===== src/rtl/instruction_fetch_stage_pkg.sv =====
// Shared types and constants for the instruction fetch stage.
package instruction_fetch_stage_pkg;

  typedef enum logic [1:0] {
    StRun    = 2'd0,
    StHalted = 2'd1,
    StFault  = 2'd2
  } fetch_state_e;

  localparam logic [31:0] NopWord          = 32'h0000_0000;
  localparam logic [31:0] DefaultHaltInstr = 32'hFFFF_FFFF;
  localparam logic [31:0] PcIncr           = 32'd4;

  // Increment that sticks at all-ones instead of wrapping.
  function automatic logic [31:0] sat_inc(input logic [31:0] value);
    return (value == 32'hFFFF_FFFF) ? value : value + 32'd1;
  endfunction

endpackage


===== src/rtl/instruction_fetch_stage_if.sv =====
// Fetch-stage signal bundle: decode/branch controls, instruction memory bus, IF/ID and status.
interface instruction_fetch_stage_if;

  logic        stall;
  logic        flush;
  logic        branch_taken;
  logic [31:0] branch_target;
  logic        jump;
  logic [31:0] jump_target;
  logic [31:0] imem_instr;
  logic [31:0] pc_out;
  logic [31:0] ifid_instr;
  logic [31:0] ifid_pc_plus4;
  logic        ifid_valid;
  logic        halted;
  logic        fault;
  logic [31:0] fetch_count;

  // The fetch stage itself.
  modport master (
    input  stall, flush, branch_taken, branch_target, jump, jump_target, imem_instr,
    output pc_out, ifid_instr, ifid_pc_plus4, ifid_valid, halted, fault, fetch_count
  );

  // Surrounding pipeline and instruction memory.
  modport slave (
    output stall, flush, branch_taken, branch_target, jump, jump_target, imem_instr,
    input  pc_out, ifid_instr, ifid_pc_plus4, ifid_valid, halted, fault, fetch_count
  );

endinterface


===== src/rtl/if_id_register.sv =====
// IF/ID pipeline register: load a fetched instruction, insert a bubble, or hold.
module if_id_register
  import instruction_fetch_stage_pkg::*;
(
  input  logic        clk,
  input  logic        rst,
  input  logic        load_i,
  input  logic        bubble_i,
  input  logic [31:0] instr_i,
  input  logic [31:0] pc_plus4_i,
  output logic [31:0] instr_o,
  output logic [31:0] pc_plus4_o,
  output logic        valid_o
);

  logic [31:0] instr_q;
  logic [31:0] pc_plus4_q;
  logic        valid_q;

  // Bubble beats load; neither asserted means hold.
  always_ff @(posedge clk) begin
    if (rst) begin
      instr_q    <= NopWord;
      pc_plus4_q <= 32'd0;
      valid_q    <= 1'b0;
    end else if (bubble_i) begin
      instr_q    <= NopWord;
      pc_plus4_q <= 32'd0;
      valid_q    <= 1'b0;
    end else if (load_i) begin
      instr_q    <= instr_i;
      pc_plus4_q <= pc_plus4_i;
      valid_q    <= 1'b1;
    end
  end

  assign instr_o    = instr_q;
  assign pc_plus4_o = pc_plus4_q;
  assign valid_o    = valid_q;

endmodule


===== src/rtl/instruction_fetch_stage.sv =====
// Instruction fetch stage: PC sequencing, redirects, stall/flush, halt and fault detection.
module instruction_fetch_stage
  import instruction_fetch_stage_pkg::*;
#(
  parameter logic [31:0] RESET_PC   = 32'h0000_0000,
  parameter int unsigned IMEM_DEPTH = 100,
  parameter logic [31:0] HALT_INSTR = DefaultHaltInstr
) (
  input  logic                       clk,
  input  logic                       rst,
  instruction_fetch_stage_if.master  fif
);

  fetch_state_e state_q;
  logic [31:0]  pc_q;
  logic [31:0]  count_q;
  logic         halted_q;
  logic         fault_q;

  logic [31:0] pc_plus4;
  logic [31:0] redirect_pc;
  logic        redirect;
  logic        bad_pc;
  logic        halt_hit;
  logic        do_redirect;
  logic        do_stall;
  logic        do_fault;
  logic        do_halt;
  logic        do_advance;
  logic        ifid_load;
  logic        ifid_bubble;

  // Decode this edge's action in priority order: redirect, stall, fault, halt, advance.
  always_comb begin
    pc_plus4    = pc_q + PcIncr;
    redirect    = fif.branch_taken | fif.jump;
    redirect_pc = fif.branch_taken ? fif.branch_target : fif.jump_target;
    bad_pc      = (pc_q[1:0] != 2'b00) || ((pc_q >> 2) >= 32'(IMEM_DEPTH));
    halt_hit    = (fif.imem_instr == HALT_INSTR);
    do_redirect = (state_q == StRun) && redirect;
    do_stall    = (state_q == StRun) && !redirect && fif.stall;
    do_fault    = (state_q == StRun) && !redirect && !fif.stall && bad_pc;
    do_halt     = (state_q == StRun) && !redirect && !fif.stall && !bad_pc && halt_hit;
    do_advance  = (state_q == StRun) && !redirect && !fif.stall && !bad_pc && !halt_hit;
    ifid_load   = do_advance && !fif.flush;
    // Frozen states keep IF/ID empty; flush only bites when IF/ID would otherwise hold or load.
    ifid_bubble = (state_q != StRun) || do_redirect || do_fault || do_halt ||
                  ((do_stall || do_advance) && fif.flush);
  end

  // Fetch FSM with PC, fetch counter and registered status flags.
  always_ff @(posedge clk) begin
    if (rst) begin
      state_q  <= StRun;
      pc_q     <= RESET_PC;
      count_q  <= 32'd0;
      halted_q <= 1'b0;
      fault_q  <= 1'b0;
    end else begin
      case (state_q)
        StRun: begin
          if (do_redirect) begin
            pc_q <= redirect_pc;
          end else if (do_fault) begin
            state_q <= StFault;
            fault_q <= 1'b1;
          end else if (do_halt) begin
            state_q  <= StHalted;
            halted_q <= 1'b1;
          end else if (do_advance) begin
            pc_q <= pc_plus4;
            if (!fif.flush) begin
              count_q <= sat_inc(count_q);
            end
          end
        end
        StHalted, StFault: begin
          // Only reset leaves these states.
        end
        default: begin
          state_q <= StRun;
        end
      endcase
    end
  end

  if_id_register u_if_id_register (
    .clk        (clk),
    .rst        (rst),
    .load_i     (ifid_load),
    .bubble_i   (ifid_bubble),
    .instr_i    (fif.imem_instr),
    .pc_plus4_i (pc_plus4),
    .instr_o    (fif.ifid_instr),
    .pc_plus4_o (fif.ifid_pc_plus4),
    .valid_o    (fif.ifid_valid)
  );

  assign fif.pc_out      = pc_q;
  assign fif.fetch_count = count_q;
  assign fif.halted      = halted_q;
  assign fif.fault       = fault_q;

endmodule


===== src/flat_wrapper.sv =====
// flat-port wrapper written by rule: the top's interface ports become plain ports
module instruction_fetch_stage_flat import instruction_fetch_stage_pkg::*;
#(
  parameter logic [31:0] RESET_PC   = 32'h0000_0000,
  parameter int unsigned IMEM_DEPTH = 100,
  parameter logic [31:0] HALT_INSTR = DefaultHaltInstr
)
  (clk, rst, fif_stall, fif_flush, fif_branch_taken, fif_branch_target, fif_jump, fif_jump_target, fif_imem_instr, fif_pc_out, fif_ifid_instr, fif_ifid_pc_plus4, fif_ifid_valid, fif_halted, fif_fault, fif_fetch_count);
  instruction_fetch_stage_if fif_i ();
  input  logic clk;
  input  logic rst;
  input wire logic [$bits(fif_i.stall)-1:0] fif_stall;
  input wire logic [$bits(fif_i.flush)-1:0] fif_flush;
  input wire logic [$bits(fif_i.branch_taken)-1:0] fif_branch_taken;
  input wire logic [$bits(fif_i.branch_target)-1:0] fif_branch_target;
  input wire logic [$bits(fif_i.jump)-1:0] fif_jump;
  input wire logic [$bits(fif_i.jump_target)-1:0] fif_jump_target;
  input wire logic [$bits(fif_i.imem_instr)-1:0] fif_imem_instr;
  output wire logic [$bits(fif_i.pc_out)-1:0] fif_pc_out;
  output wire logic [$bits(fif_i.ifid_instr)-1:0] fif_ifid_instr;
  output wire logic [$bits(fif_i.ifid_pc_plus4)-1:0] fif_ifid_pc_plus4;
  output wire logic [$bits(fif_i.ifid_valid)-1:0] fif_ifid_valid;
  output wire logic [$bits(fif_i.halted)-1:0] fif_halted;
  output wire logic [$bits(fif_i.fault)-1:0] fif_fault;
  output wire logic [$bits(fif_i.fetch_count)-1:0] fif_fetch_count;
  assign fif_i.stall = fif_stall;
  assign fif_i.flush = fif_flush;
  assign fif_i.branch_taken = fif_branch_taken;
  assign fif_i.branch_target = fif_branch_target;
  assign fif_i.jump = fif_jump;
  assign fif_i.jump_target = fif_jump_target;
  assign fif_i.imem_instr = fif_imem_instr;
  assign fif_pc_out = fif_i.pc_out;
  assign fif_ifid_instr = fif_i.ifid_instr;
  assign fif_ifid_pc_plus4 = fif_i.ifid_pc_plus4;
  assign fif_ifid_valid = fif_i.ifid_valid;
  assign fif_halted = fif_i.halted;
  assign fif_fault = fif_i.fault;
  assign fif_fetch_count = fif_i.fetch_count;
  instruction_fetch_stage #(.RESET_PC(RESET_PC), .IMEM_DEPTH(IMEM_DEPTH), .HALT_INSTR(HALT_INSTR)) u_core (.clk(clk), .rst(rst), .fif(fif_i));
endmodule

===== config.mk =====
export PLATFORM = sky130hd
export DESIGN_NAME = instruction_fetch_stage_flat
export DESIGN_NICKNAME = d
export VERILOG_FILES = /design/src/rtl/instruction_fetch_stage_pkg.sv /design/src/rtl/instruction_fetch_stage_if.sv /design/src/rtl/if_id_register.sv /design/src/rtl/instruction_fetch_stage.sv /design/src/flat_wrapper.sv
export SDC_FILE = /design/constraint.sdc
export NUM_CORES = 1
export LEC_CHECK = 0
export CAP_MARGIN = 5
export CELL_PAD_IN_SITES_DETAIL_PLACEMENT = 0
export CELL_PAD_IN_SITES_GLOBAL_PLACEMENT = 2
export CORE_MARGIN = 4
export CORE_UTILIZATION = 26
export CTS_CLUSTER_DIAMETER = 150
export DETAILED_ROUTE_END_ITERATION = 6
export HOLD_SLACK_MARGIN = 0.08
export PLACE_DENSITY_LB_ADDON = 0.25
export SETUP_SLACK_MARGIN = 0.15
export SYNTH_ARGS = -nofsm -noshare
export SYNTH_HDL_FRONTEND = slang
export SYNTH_SLANG_ARGS = --single-unit

===== constraint.sdc =====
create_clock -name clk -period 3.4 [get_ports clk]
set_input_delay 0.85 -clock clk [delete_from_list [all_inputs] [get_ports clk]]
set_output_delay 0.85 -clock clk [all_outputs]
set_load 0.1 [all_outputs]

-- Yosys cells after proc, flatten, opt, wreduce, memory -nomap -nowiden
Cells that the tools add are included.
- flip-flop bits (word level): 133
- bits of input ports: 102
- logic and storage cells: 67
- add/subtract/negate cells: 2
- order comparisons: 1
- eq/ne operators: 8
- muxes and demuxes: 9
- bitwise gates (word level): 7
- reduce and logical (&&, ||, !) cells: 32
- operator list (cell ; count):
    $mux 32 ; 5
    $eq 32x32->1 const B ; 2
    $add 32x1->32 const B ; 1
    $add 32x3->32 const B ; 1
    $ge 30x7->1 const B ; 1
    $logic_and 1x1->1 ; 10
    $reduce_and 4->1 ; 2
    $reduce_and 7->1 ; 1
    $logic_or 1x1->1 ; 6
    $mux 2 ; 3
    $not 1->1 ; 6
    $reduce_and 3->1 ; 2
    $reduce_bool 2->1 ; 3
    $logic_not 1->1 ; 5
    $ne 2x1->1 const B ; 2
    $pmux 2 s2 ; 1
    $reduce_or 2->1 ; 2
    $ne 3x1->1 const B ; 1
    $eq 2x1->1 const B ; 1
    $eq 2x2->1 const B ; 1
    $logic_not 2->1 ; 1
    $ne 2x2->1 const B ; 1
    $or 1x1->1 ; 1

-- Longest topological paths before layout
Gate-level depths: netlist (run 1).
- word-level depth: 10
- gate-level depth with buffers: 10
- depth with buffers taken out: 8

-- By module
From an unflattened synthesis (run 1), not the netlist that was laid out.
- cell total of the unflattened synthesis: 715
- area total of the unflattened synthesis: 6623.9 um^2
- by module, submodules not included (module ; instances ; cells each ; area each (um^2) ; seq. area each (um^2)):
    instruction_fetch_stage ; 1 ; 505 ; 4284.1 ; 1361.3
    if_id_register ; 1 ; 210 ; 2339.7 ; 1301.2

-- Worst setup path before layout (run 1)
No wires, ideal clock.
- kind: register to register
- start: register u_core.count_q[0], in the netlist u_core.fif.fetch_count[0]
- end: register u_core.count_q[0], in the netlist u_core.fif.fetch_count[0]
- setup time: 0.128 ns
- arrival: 2.714 ns
- setup slack: 0.558 ns
- stages on the path, launching flop included: 10
- cells stage by stage: dfxtp_1 ha_1 nand2_2 nor4_4 nand3_2 nand4_1 buf_2 buf_2 xor2_1 nor2_1
- longest elaborated chain between the ends: 3
- RTL lines (element ; RTL line ; text):
    from (decl) ; instruction_fetch_stage.sv:16 ; logic [31:0] count_q;
    from (signal assigned) ; instruction_fetch_stage.sv:73 ; count_q <= sat_inc(count_q);
    branches (longest 3 deep; another with $add 32x1->32) ; - ;
Parallel ways; which one is timed is not known.
A chain may end at the register's enable or synchronous reset.

-- Worst setup path in the final report (run 1)
- start: input fif_imem_instr[16]
- end: register u_core.count_q[0], in the netlist u_core.fif.fetch_count[0]
- longest elaborated chain between the ends: 4
- RTL lines (element ; RTL line ; text):
    from (decl) ; flat_wrapper.sv:18 ; input wire logic [$bits(fif_i.imem_instr)-1:0] fif_imem_instr;
    $eq 32x32->1 * ; instruction_fetch_stage.sv:39 ; halt_hit = (fif.imem_instr == HALT_INSTR);
    $logic_not 1->1 / $logic_and 1x1->1 (equally long branches) ; instruction_fetch_stage.sv:44, instruction_fetch_stage.sv:43 ;
    $logic_and 1x1->1 / $not 1->1 (equally long branches) ; - ;
    $reduce_and 7->1 (no line) * ; - ;
Every way passes the cells marked *; elsewhere a longest branch is shown, timed or not.

==> results of run 1 <==
per-stage QoR:
step / area [sq um] / hold slack (ns) / setup slack, ns
floorplan: 5707 / 0.4392 / 0.5583
global placement: 8009 / 0.4402 / 0.1015
detailed placement: 8009 / 0.4453 / -0.1078
CTS: 8612 / 0.4536 / 0.3347
global route: 8618 / 0.4685 / 0.2055
finish: 8618 / 0.4509 / 0.5214
cell type report:
cell class | instances | share of cell area (%)
flip-flops and latches | 133 | 30.89
clock buffers | 18 | 5.096
multi-input cells | 465 | 32.71
clock inverters | 14 | 1.902
repair buffers | 251 | 24.97
well taps | 275 | 3.992
inverters | 10 | 0.4355
critical path, stage by stage:
cell	delay, ns
clkdlybuf4s50_1	0.50
nand4_1	0.11
nor4_1	0.55
nand2_1	0.30
nand4_1	0.36
buf_4	0.27
xor2_1	0.16
nor2_1	0.05
flip-flops by register name (all words and copies together) (netlist names):
name / cells
u_core.state_q: 2
u_core.fif.fetch_count: 32
u_core.fif.pc_out: 32
u_core.fif.halted: 1
u_core.u_if_id_register.valid_o: 1
u_core.u_if_id_register.pc_plus4_o: 32
u_core.fif.fault: 1
u_core.u_if_id_register.instr_o: 32
synth_stat cells (9+ instances only):
master / number / area, sq um
nand4_1: 20 / 125.1
inv_1: 10 / 37.54
or3_1: 18 / 112.6
clkbuf_1: 24 / 90.09
a21oi_1: 66 / 330.3
and3_1: 32 / 200.2
nor4_1: 12 / 75.07
buf_2: 14 / 70.07
mux2i_1: 32 / 320.3
o21ai_0: 16 / 80.08
a211oi_1: 35 / 262.8
o31ai_1: 9 / 67.56
or4_1: 10 / 75.07
nand3_1: 21 / 105.1
nor2_1: 48 / 180.2
nand2_1: 89 / 334.1
dfxtp_1: 133 / 2663
cells by family after synthesis:
group                      share of synthesized area (%)
buffers and inverters                              4.319
adders and majority gates                         0.8770
DFF                                                46.66
and+or+nand+nor                                    25.50
AOI/OAI and AO/OA                                  15.17
xor gates and xnor gates                           1.074
muxes                                              6.402
worst max path at each step:
stage / startpoint / to / slack [ns] / cells past startpoint
after floorplan: u_core.fif.fetch_count[0]$_SDFFE_PP0P_ / u_core.fif.fetch_count[0]$_SDFFE_PP0P_ / 0.56 / 9
after global placement: fif_imem_instr[14] / u_core.u_if_id_register.instr_o[31]$_SDFFE_PP0P_ / 0.10 / 7
after detailed placement: fif_imem_instr[14] / u_core.u_if_id_register.instr_o[16]$_SDFFE_PP0P_ / -0.11 / 9
after CTS: fif_imem_instr[14] / u_core.u_if_id_register.instr_o[16]$_SDFFE_PP0P_ / 0.33 / 9
after global routing: fif_imem_instr[16] / u_core.u_if_id_register.instr_o[16]$_SDFFE_PP0P_ / 0.21 / 9
final: fif_imem_instr[16] / u_core.fif.fetch_count[0]$_SDFFE_PP0P_ / 0.52 / 8
routing by layer:
metal / track usage, % / part of all wire (%) / wire [um]
met1: 18.76 / 43 / 8128
met5: 0 / 0 / 0
met3: 6.602 / 9.3 / 1756
met4: 3.884 / 1.3 / 255
met2: 24.37 / 46 / 8760
power by group through the flow:
stage	combinational, mW	clock, mW	sequential (mW)
floorplan	0.149	0	1.88
global placement	0.596	0	1.66
detailed placement	0.600	0	1.67
CTS	0.601	1.94	1.63
global route	0.631	2.01	1.64
finish	0.595	1.89	1.63
timing repair:
action	in CTS	in global routing
setup endpoints to repair	0	1
hold buffers	0	0
gates resized for setup	0	1
==> flow_summary.ini, run 1 <==
[status]
status = finished clean

[detailed_routing]
viasPerCell = 4.776
drc_errors = 0
via_count = 5569
drt_iter0_markers = 195
final_antenna_net_count = 0
dr.pass1.iters = 4
routedWlPerCell_um = 16.21
wl_um = 18900

[worst_setup_path]
crit_required_ns = 3.68
reg2reg_setup_slack_ns = 0.80
critPathMaxFanout = 17
critPathCaptureType = register
rr_worst_depth = 7
r2r-end = u_core.u_if_id_register.instr_o[0]$_SDFFE_PP0P_
worst_ep_arrival_time_ns = 3.16
crit_type = input port to register
reg2reg_from = u_core.fif.pc_out[1]$_SDFFE_PP0P_
worstSetupStartpointType = input port

[layout]
layout_commonest_cell = buf_4
post-route-util_pct = 40.49
layout_common_cells = buf_4 (148), dfxtp_1 (133), clkdlybuf4s50_1 (99)
final_nets = 984
areaGrowthSynthToFinish_pct = 51.02
nFillCells = 2159
diodes = 0
multi_input_area_sq_mm = 0.002819
ff_latch_area_sq_mm = 0.002663
drive_gt1_share_pct = 23.01
fin_cells = 1166

[timing]
fin_crit_sh_pct = 84.66
tightest_slew_ns = 0.7924
slew_headroom_pct = 47.17
final.setup_skew_ns = 0.01078
period_needed_ns = 2.879
fmax_mhz = 347.4
setup_tns_ns = 0
hold_viol = 0
maxSlewViolCount = 0
setup_viol = 0
rsz0062_at_grt = false

[yosys]
synthesis.instances = 653
synth_area_sq_mm = 0.005707
ys_warn_count = 0
synthArstFlopShare_pct = 0
syn_avg_cell_area_sq_um = 8.739
ys_seq_elements = 133
yosysUniqueCellTypes = 51
synth_edf_count = 0
synth_fp_nets = 759
seq_area_frac_synth_pct = 46.66
synthFlopType = dfxtp_1

[clocking]
clockRootBuffer = clkbuf_16
postCtsSetupBuffers = 0
h-tree-depth = 4
path_clk_slew_ns = 0.06
cts_tree = done
cts_buffers = 17
cts_num_sinks = 133
insertion_delay_ns = 0.42
clock_tree.buffer_depth = 2

[power]
power_mw = 4.111
pwr-share-seq_pct = 39.7
p_sw_share_pct = 28.89
peakVddDrop_mv = 0.2250
pwr-share-clk_pct = 45.9
leakagePower_nw = 3.397
pwr-share-comb_pct = 14.5
switching_power_mw = 1.188
p_int_mw = 2.924
power_density_mw_per_mm2 = 477.0

[place]
port_buffers = 232
globalplace.congestion = 0.8158
place_hpwl_um = 14350
placed_cells = 1134

[global_routing]
grt_pass1_wl_um = 29700
grt_pass1_vias = 5577
grt_max_degree = 71
overflow = 0
track_usage_pct = 15.17
antenna_found_initial = 0

[floorplanning]
fp.dieW_um = 156.2
dieArea_sq_mm = 0.02438
coreArea_sq_mm = 0.02129
io-pin-count = 233
start_util_pct = 26.81
rows = 53
die_y_um = 156.2

[job]
drv_cap = 0

[worst_hold_path]
worstHoldEndpoint = u_core.u_if_id_register.instr_o[9]$_SDFFE_PP0P_
hold_class = register to register
hold_start = u_core.u_if_id_register.instr_o[9]$_SDFFE_PP0P_
hold_depth = 2
Power figures use the tool's default switching activity.
==> run 2, diff against run 1 <==
CORE_UTILIZATION = 22   (was 26)
clock period = 2.5 ns   (was 3.4 ns; I/O delays follow)
==> run 2 against run 1 <==
Clock power is 32% higher. Non-clock buffer count is 56 higher. Final area is 9.3% higher. Sequential power is 36% higher. Hold slack worse by 0.0030 ns. Combinational power is 47% higher. Clock-buffer cell count is 1 lower. Critical endpoint is now u_core.fif.fetch_count[11]$_SDFFE_PP0P_. Highest routed layer unchanged.
==> flow_summary.ini, run 2 (synthesized netlist as in run 1, its figures left out) <==
[status]
status = finished clean

[worst_setup_path]
worst_ep_arrival_time_ns = 2.62
r2r-end = u_core.fif.fetch_count[11]$_SDFFE_PP0P_
critPathCaptureType = register
rr_worst_depth = 8
worstSetupStartpointType = register
crit_type = register to register
crit_required_ns = 2.80
reg2reg_from = u_core.fif.pc_out[10]$_SDFFE_PP0P_
critPathMaxFanout = 6
reg2reg_setup_slack_ns = 0.18

[detailed_routing]
wl_met3_um = 1474
routedWlPerCell_um = 16.08
drc_errors = 0
viasPerCell = 4.468
m1WireLength_um = 9368
drt_iter0_markers = 195
final_antenna_net_count = 0
routed.top_layer = met4
dr.pass1.iters = 4
via_count = 5705
wl_um = 20540
wl_met2_um = 9472

[timing]
final.setup_skew_ns = 0.01496
period_needed_ns = 2.324
tightest_slew_ns = 0.5877
fmax_mhz = 430.2
setup_ws_ns = 0.1757
holdWs_ns = 0.4478
maxSlewViolCount = 0
setup_viol = 0
rsz0062_at_grt = true
fin_crit_sh_pct = 92.97
slew_headroom_pct = 60.82
setup_tns_ns = 0
hold_viol = 0

[power]
peakVddDrop_mv = 0.2924
power_density_mw_per_mm2 = 592.7
leakagePower_nw = 3.845

[worst_hold_path]
worstHoldEndpoint = u_core.u_if_id_register.instr_o[10]$_SDFFE_PP0P_
hold_start = u_core.u_if_id_register.instr_o[10]$_SDFFE_PP0P_
hold_class = register to register
hold_depth = 2

[layout]
layout_common_cells = buf_4 (187), clkdlybuf4s50_1 (96), dfxtp_1 (95)
diodes = 0
fin_cells = 1277
areaGrowthSynthToFinish_pct = 65.12
drive_gt1_share_pct = 32.95
post-route-util_pct = 37.20
layout_commonest_cell = buf_4
final_nets = 1040

[place]
port_buffers = 232
place_hpwl_um = 14680
globalplace.congestion = 0.7422
placed_cells = 1234
place_ws_ns = -0.3926

[floorplanning]
start_util_pct = 22.53
die_y_um = 169.1
rows = 58
fp.dieW_um = 169.1
io-pin-count = 233
dieArea_sq_mm = 0.02858
coreArea_sq_mm = 0.02533

[clocking]
h-tree-depth = 4
cts_buffers = 17
clock_tree.buffer_depth = 2
cts_tree = done
cts_num_sinks = 133
cts_hold_buf = 0
insertion_delay_ns = 0.42
clockRootBuffer = clkbuf_16
path_clk_slew_ns = 0.07

[global_routing]
grt_pass1_wl_um = 30420
antenna_found_initial = 0
overflow = 0
grt_pass1_vias = 5474
track_usage_pct = 13.25
grt_max_degree = 71

[job]
drv_cap = 0
-- run 2: changes by cell type in the layout (fill, tap and decap cells not counted), sizes merged --
cell and delta:
clkbuf +4, inv +2, dlymetal6s2s +3, buf +51
clkdlybuf4s50 -3, bufinv -1
-- run 2: metal layers --
layer,global-route usage [%],up-vias
li1,-,2932
met1,17.22,2609
met2,20.88,154
met3,4.811,10
met4,3.500,0
met5,0,-
-- run 2: power by group --
group	switching [mW]	internal (mW)	total [mW]
combinational	0.548	0.326	0.874
sequential	0.0474	2.16	2.21
clock	1.09	1.41	2.50
total	1.68	3.90	5.59
-- run 2: area by class of cell --
type / instances / area, sq um
Clock buffer: 17 / 425.4
Clock inverter: 15 / 157.7
Fill cell: 2678 / 15900
Inverter: 10 / 37.54
Multi-Input combinational cell: 465 / 2930
Sequential cell: 133 / 2720
Tap cell: 330 / 412.9
Timing Repair Buffer: 307 / 2739
-- run 2: repair_timing --
item,4_1_cts,5_1_grt
endpoints found under the hold margin,0,0
endpoints found under the setup margin,76,66
gates cloned,0,8
resized for setup,14,18
pin swaps,5,18
setup buffers,0,3
-- run 2: metrics by stage --
step           area, sq um  total power [mW]
6_report              9423             5.585
5_1_grt               9423             5.842
4_1_cts               9163             5.682
3_5_place_dp          8509             3.125
3_3_place_gp          8509             3.126
2_1_floorplan         5763             2.763
-- run 2: critical path, stage by stage (launching register included) --
cell     delay [ns]
dfxtp_2        0.33
nor4_4         0.27
buf_4          0.14
nand4_1        0.13
nor3_4         0.30
nand4_1        0.13
buf_6          0.16
or4_4          0.42
mux2_4         0.30
-- run 2: how the worst max path moves through the flow --
| stage | slack [ns] | endpoint | start | cells after the start |
|---|---|---|---|---|
| floorplan | 0.15 | u_core.fif.fetch_count[0]$_SDFFE_PP0P_ | u_core.fif.fetch_count[29]$_SDFFE_PP0P_ | 8 |
| global placement | -0.48 | u_core.fif.pc_out[2]$_SDFFE_PP0P_ | fif_imem_instr[4] | 9 |
| detailed placement | -0.39 | u_core.u_if_id_register.pc_plus4_o[2]$_SDFFE_PP0P_ | fif_imem_instr[4] | 10 |
| CTS | 0.12 | u_core.fif.fetch_count[11]$_SDFFE_PP0P_ | u_core.fif.pc_out[31]$_SDFFE_PP0P_ | 8 |
| global route | 0.04 | u_core.fif.fetch_count[12]$_SDFFE_PP0P_ | u_core.fif.pc_out[10]$_SDFFE_PP0P_ | 9 |
| finish | 0.18 | u_core.fif.fetch_count[11]$_SDFFE_PP0P_ | u_core.fif.pc_out[10]$_SDFFE_PP0P_ | 8 |
